`src/rtl/button_event.sv`:
```
// Turns a debounced button level into registered single-cycle press/release/short/long/repeat events.
// One cycle from sample to output; a level held through reset is ignored until it is seen released.
module button_event #(
  parameter int LONG_CYCLES   = 1000,
  parameter int REPEAT_CYCLES = 250,
  parameter int CNT_W         = 16,
  parameter bit ACTIVE_LOW    = 1'b0,
  parameter bit REPEAT_EN     = 1'b1
) (
  input  logic clk,
  input  logic rst,
  input  logic i_d,
  output logic o_press,
  output logic o_release,
  output logic o_short,
  output logic o_long,
  output logic o_repeat,
  output logic o_held
);

  typedef enum logic [1:0] {WAIT_LOW, IDLE, PRESSED, LONG} state_t;

  localparam logic [CNT_W-1:0] LC = LONG_CYCLES[CNT_W-1:0];
  localparam logic [CNT_W-1:0] RC = REPEAT_CYCLES[CNT_W-1:0];

  state_t           r_state;
  state_t           w_state_nxt;
  logic [CNT_W-1:0] r_hold_cnt;
  logic [CNT_W-1:0] w_hold_nxt;
  logic [CNT_W-1:0] r_rep_cnt;
  logic [CNT_W-1:0] w_rep_nxt;
  logic [CNT_W-1:0] w_hold_inc;
  logic [CNT_W-1:0] w_rep_inc;
  logic             w_p;
  logic             w_press_nxt;
  logic             w_release_nxt;
  logic             w_short_nxt;
  logic             w_long_nxt;
  logic             w_repeat_nxt;
  logic             w_held_nxt;

  assign w_p        = i_d ^ ACTIVE_LOW;
  assign w_hold_inc = r_hold_cnt + CNT_W'(1);
  assign w_rep_inc  = r_rep_cnt + CNT_W'(1);

  always_comb begin
    w_state_nxt   = r_state;
    w_hold_nxt    = r_hold_cnt;
    w_rep_nxt     = r_rep_cnt;
    w_press_nxt   = 1'b0;
    w_release_nxt = 1'b0;
    w_short_nxt   = 1'b0;
    w_long_nxt    = 1'b0;
    w_repeat_nxt  = 1'b0;
    case (r_state)
      WAIT_LOW: begin
        if (!w_p) w_state_nxt = IDLE;
      end
      IDLE: begin
        if (w_p) begin
          w_state_nxt = PRESSED;
          w_hold_nxt  = CNT_W'(1);
          w_rep_nxt   = '0;
          w_press_nxt = 1'b1;
        end
      end
      PRESSED: begin
        if (w_p) begin
          w_hold_nxt = w_hold_inc;
          if (w_hold_inc == LC) begin
            w_state_nxt = LONG;
            w_long_nxt  = 1'b1;
            w_rep_nxt   = '0;
          end
        end else begin
          w_state_nxt   = IDLE;
          w_hold_nxt    = '0;
          w_release_nxt = 1'b1;
          w_short_nxt   = 1'b1;
        end
      end
      LONG: begin
        // hold count is frozen here; only the bounded repeat counter runs
        if (w_p) begin
          if (w_rep_inc == RC) begin
            w_rep_nxt    = '0;
            w_repeat_nxt = REPEAT_EN;
          end else begin
            w_rep_nxt = w_rep_inc;
          end
        end else begin
          w_state_nxt   = IDLE;
          w_hold_nxt    = '0;
          w_rep_nxt     = '0;
          w_release_nxt = 1'b1;
        end
      end
      default: w_state_nxt = WAIT_LOW;
    endcase
    w_held_nxt = (w_state_nxt == PRESSED) || (w_state_nxt == LONG);
  end

  always_ff @(posedge clk) begin
    if (rst) begin
      r_state    <= WAIT_LOW;
      r_hold_cnt <= '0;
      r_rep_cnt  <= '0;
      o_press    <= 1'b0;
      o_release  <= 1'b0;
      o_short    <= 1'b0;
      o_long     <= 1'b0;
      o_repeat   <= 1'b0;
      o_held     <= 1'b0;
    end else begin
      r_state    <= w_state_nxt;
      r_hold_cnt <= w_hold_nxt;
      r_rep_cnt  <= w_rep_nxt;
      o_press    <= w_press_nxt;
      o_release  <= w_release_nxt;
      o_short    <= w_short_nxt;
      o_long     <= w_long_nxt;
      o_repeat   <= w_repeat_nxt;
      o_held     <= w_held_nxt;
    end
  end

endmodule

```
`config.mk`:
```
export PLATFORM = sky130hd
export DESIGN_NAME = button_event
export DESIGN_NICKNAME = d
export VERILOG_FILES = /design/src/rtl/button_event.sv
export SDC_FILE = /design/constraint.sdc
export NUM_CORES = 1
export LEC_CHECK = 0
export CORE_UTILIZATION = 50
export DETAILED_ROUTE_END_ITERATION = 10
export PLACE_DENSITY_LB_ADDON = 0.1
export SLEW_MARGIN = 20
export SYNTH_ARGS = -nofsm -noshare
export SYNTH_HDL_FRONTEND = slang
export SYNTH_SLANG_ARGS = --single-unit
```
`constraint.sdc`:
```
create_clock -name clk -period 2.9 [get_ports clk]
set_clock_uncertainty 0.05 [all_clocks]
set_input_delay 0.29 -clock clk [delete_from_list [all_inputs] [get_ports clk]]
set_output_delay 0.29 -clock clk [all_outputs]
set_load 0.1 [all_outputs]
```
==> results.yml <==
outcome:
  status: "finished, final reports clean"
cells_and_area:
  drive_gt1_share_pct: 11.5
  utilization_pct: 56.3
  seq_area_um2: 781
  final_cell_mix: "dfxtp_1 (39), nor2_1 (36), nand2_1 (24)"
  nNetsFinal: 342
  multi_input_area_um2: 1560
  fin_cells: 398
  nFillCells: 481
  syn_to_final_growth_pct: 6.75
  final_common_cell: "dfxtp_1"
  antennaDiodeCount: 0
  final_cell_area_um2: 2710
global_routing:
  grt_pass1_vias: 2117
  grt_pass1_wl_um: 9990
  grt_util_met1_pct: 35.6
  grtUsageMet2_pct: 34.9
  grt_max_degree: 27
  grt_use_total_pct: 23.9
  overflow: 0
  busiest_layer: "met1"
  antenna_found_initial: 0
  grt_util_met3_pct: 3.84
sta:
  hold_violations: 0
  grt_setup_unrepaired: "false"
  drv_slew: 0
  fin_crit_sh_pct: 92.9
  setup_ws_ns: 0.205
  setup_violations: 0
  setup-tns-final_ns: 0
  timing.slew.headroom_pct: 67.4
  max_clock_freq_ghz: 0.371
  worst_pin_slew_ns: 0.488
  finalCriticalPeriod_ns: 2.70
synth:
  synth_edf_count: 0
  seq_area_frac_synth_pct: 30.7
  ys.flop_type: "dfxtp_1"
  ys_async_sr_fraction_pct: 0
  synth_top_area_share_pct: 30.7
  yosys_register_bits: 39
  ys_types: 54
  synth_top_area_cell: "dfxtp_1"
  syn-num-nets: 336
  synth_area_um2: 2540
  yosysWarnings: 0
  synth_area_leaders: "dfxtp_1 (31%), nor2_1 (5.3%), nand3_1 (4.5%)"
  synth_cells: 325
  synth_area_per_cell_um2: 7.82
worst_setup_path:
  endpoint: "r_rep_cnt[15]"
  critPathSlowestCell: "o41a_4"
  max_stage_delay_ns: 0.47
  startpoint_type: "register"
  r2r-start: "r_hold_cnt[4]"
  path_cells: "and4_1 -> and3_1 -> a31oi_1 -> or3_4 -> o41a_4 -> or3b_1 -> a21oi_2"
  r2r_cells: 7
  required_ns: 3.08
  cp.arrival_ns: 2.88
  crit_path_start: "r_hold_cnt[4]"
  r2r-end: "r_rep_cnt[15]"
  worstSetupEndpointType: "register"
  reg2reg_slack_ns: 0.20
  critical_path_class: "register to register"
  crit_fanout: 18
clocking:
  cts_inserted_buffers: 5
  cts_tree: "done"
  htree_levels: 2
  clkTransAtPathRegs_ns: 0.08
  clock_sinks: 39
  cts_root_buf: "clkbuf_8"
  clock_latency_ns: 0.29
  postCtsHoldBufs: 0
  max-clock-path-buffers: 2
hold_path:
  hp-class: "register to register"
  hold_start: "r_rep_cnt[15]"
floorplan:
  boundaryPins: 9
  fp.dieW_um: 73.3
  die_h_um: 73.3
  dieArea_um2: 5370
  initial_core_util_pct: 52.7
  core-area_um2: 4820
  rows: 25
drt:
  totalWireLength_um: 5880
  dr_total_vias: 2379
  drc: 0
  wire_per_inst_um: 14.8
  avgViaCountPerCell: 5.98
  first_iter_violations: 148
  ant_nets: 0
  dr.pass1.iters: 4
placement:
  dp_hpwl_um: 4040
  pre_cts_ws_ns: 0.185
  io_buffer_count: 8
  gp_congestion: 0.852
  place_area_um2: 2620
  place_inst: 391
run:
  max-cap-violations: 0
power:
  p_leak_nw: 0.956
  powerDensity_nw_per_um2: 371
  peakVddDrop_mv: 0.159
[worst min-delay path by stage]
| stage | to | cells after the start | slack, ns |
|---|---|---|---|
| 2_1_floorplan | r_rep_cnt[15] | 2 | 0.40 |
| 3_3_place_gp | r_rep_cnt[15] | 2 | 0.42 |
| 3_5_place_dp | r_rep_cnt[15] | 2 | 0.42 |
| 4_1_cts | r_rep_cnt[15] | 2 | 0.44 |
| 5_1_grt | r_rep_cnt[15] | 2 | 0.47 |
| 6_report | r_rep_cnt[15] | 2 | 0.44 |
[final cells by class]
class / count / share of cell area (%)
clock buffer: 6 / 3.05
inverter: 12 / 1.66
multi-input combinational: 253 / 57.5
timing repair buffer: 20 / 5.72
sequential: 39 / 28.8
clock inverter: 1 / 0.185
tap: 67 / 3.09
[flip-flops by register name (all words and copies together), names as in the netlist]
name        cells
o_held          1
o_repeat        1
o_long          1
r_rep_cnt      16
r_hold_cnt     16
o_short         1
r_state         1
o_release       1
o_press         1
[routing by layer]
layer | vias up | wire length [um]
met1 | 1127 | 3060
met4 | 0 | 56
met2 | 41 | 2510
li1 | 1205 | -
met5 | - | 0
met3 | 6 | 251
[worst max-delay path: cells and delay by family, from the launching register on]
family           cells  cell delay, ns
AND/OR/NAND/NOR      4            1.45
AO/OA/AOI/OAI        3            0.71
flip-flops           1            0.43
[repair_timing]
action	4_1_cts	5_1_grt
setup endpoints to repair	0	4
resized for setup	0	1
endpoints found under the hold margin	0	0
buffers inserted	0	0
[per-stage QoR]
step                hold WS, ns  power (mW)
floorplan                 0.401       0.620
global placement          0.418       0.639
detailed placement        0.421       0.640
CTS                       0.436        1.02
global route              0.470        1.05
finish                    0.435        1.01
[power by group]
| group | internal (mW) | switching (mW) | total [mW] |
|---|---|---|---|
| Sequential | 0.539 | 0.00432 | 0.543 |
| Combinational | 0.0279 | 0.0582 | 0.0860 |
| Clock | 0.187 | 0.191 | 0.378 |
[synth_stat cells (4+ instances only)]
library cell and n:
nor2_1 36, clkbuf_1 10, o211ai_1 6, nand3_1 23, o21ai_0 19, ha_1 8, nand2_1 24, a21oi_1 19
a31oi_1 6, and2_1 5, and3_1 9, nand4_1 9, clkbuf_8 4, o41ai_1 4, buf_6 4, nor2b_1 4
nor3_1 12, inv_1 12, nor4_1 4, dfxtp_1 39, mux2i_1 6, o22ai_1 4, xnor2_1 5
[cell families (layout without fill, tap and decap cells)]
group	after synthesis	after routing	synth area share, %
buffers and inverters	33	39	7.98
xor gates and xnor gates	8	8	2.76
DFF	39	39	30.7
adders and majority gates	8	8	3.94
and+or+nand+nor	149	149	30.9
muxes	6	6	2.36
AOI/OAI and AO/OA	82	82	21.3
Power figures use the tool's default switching activity.
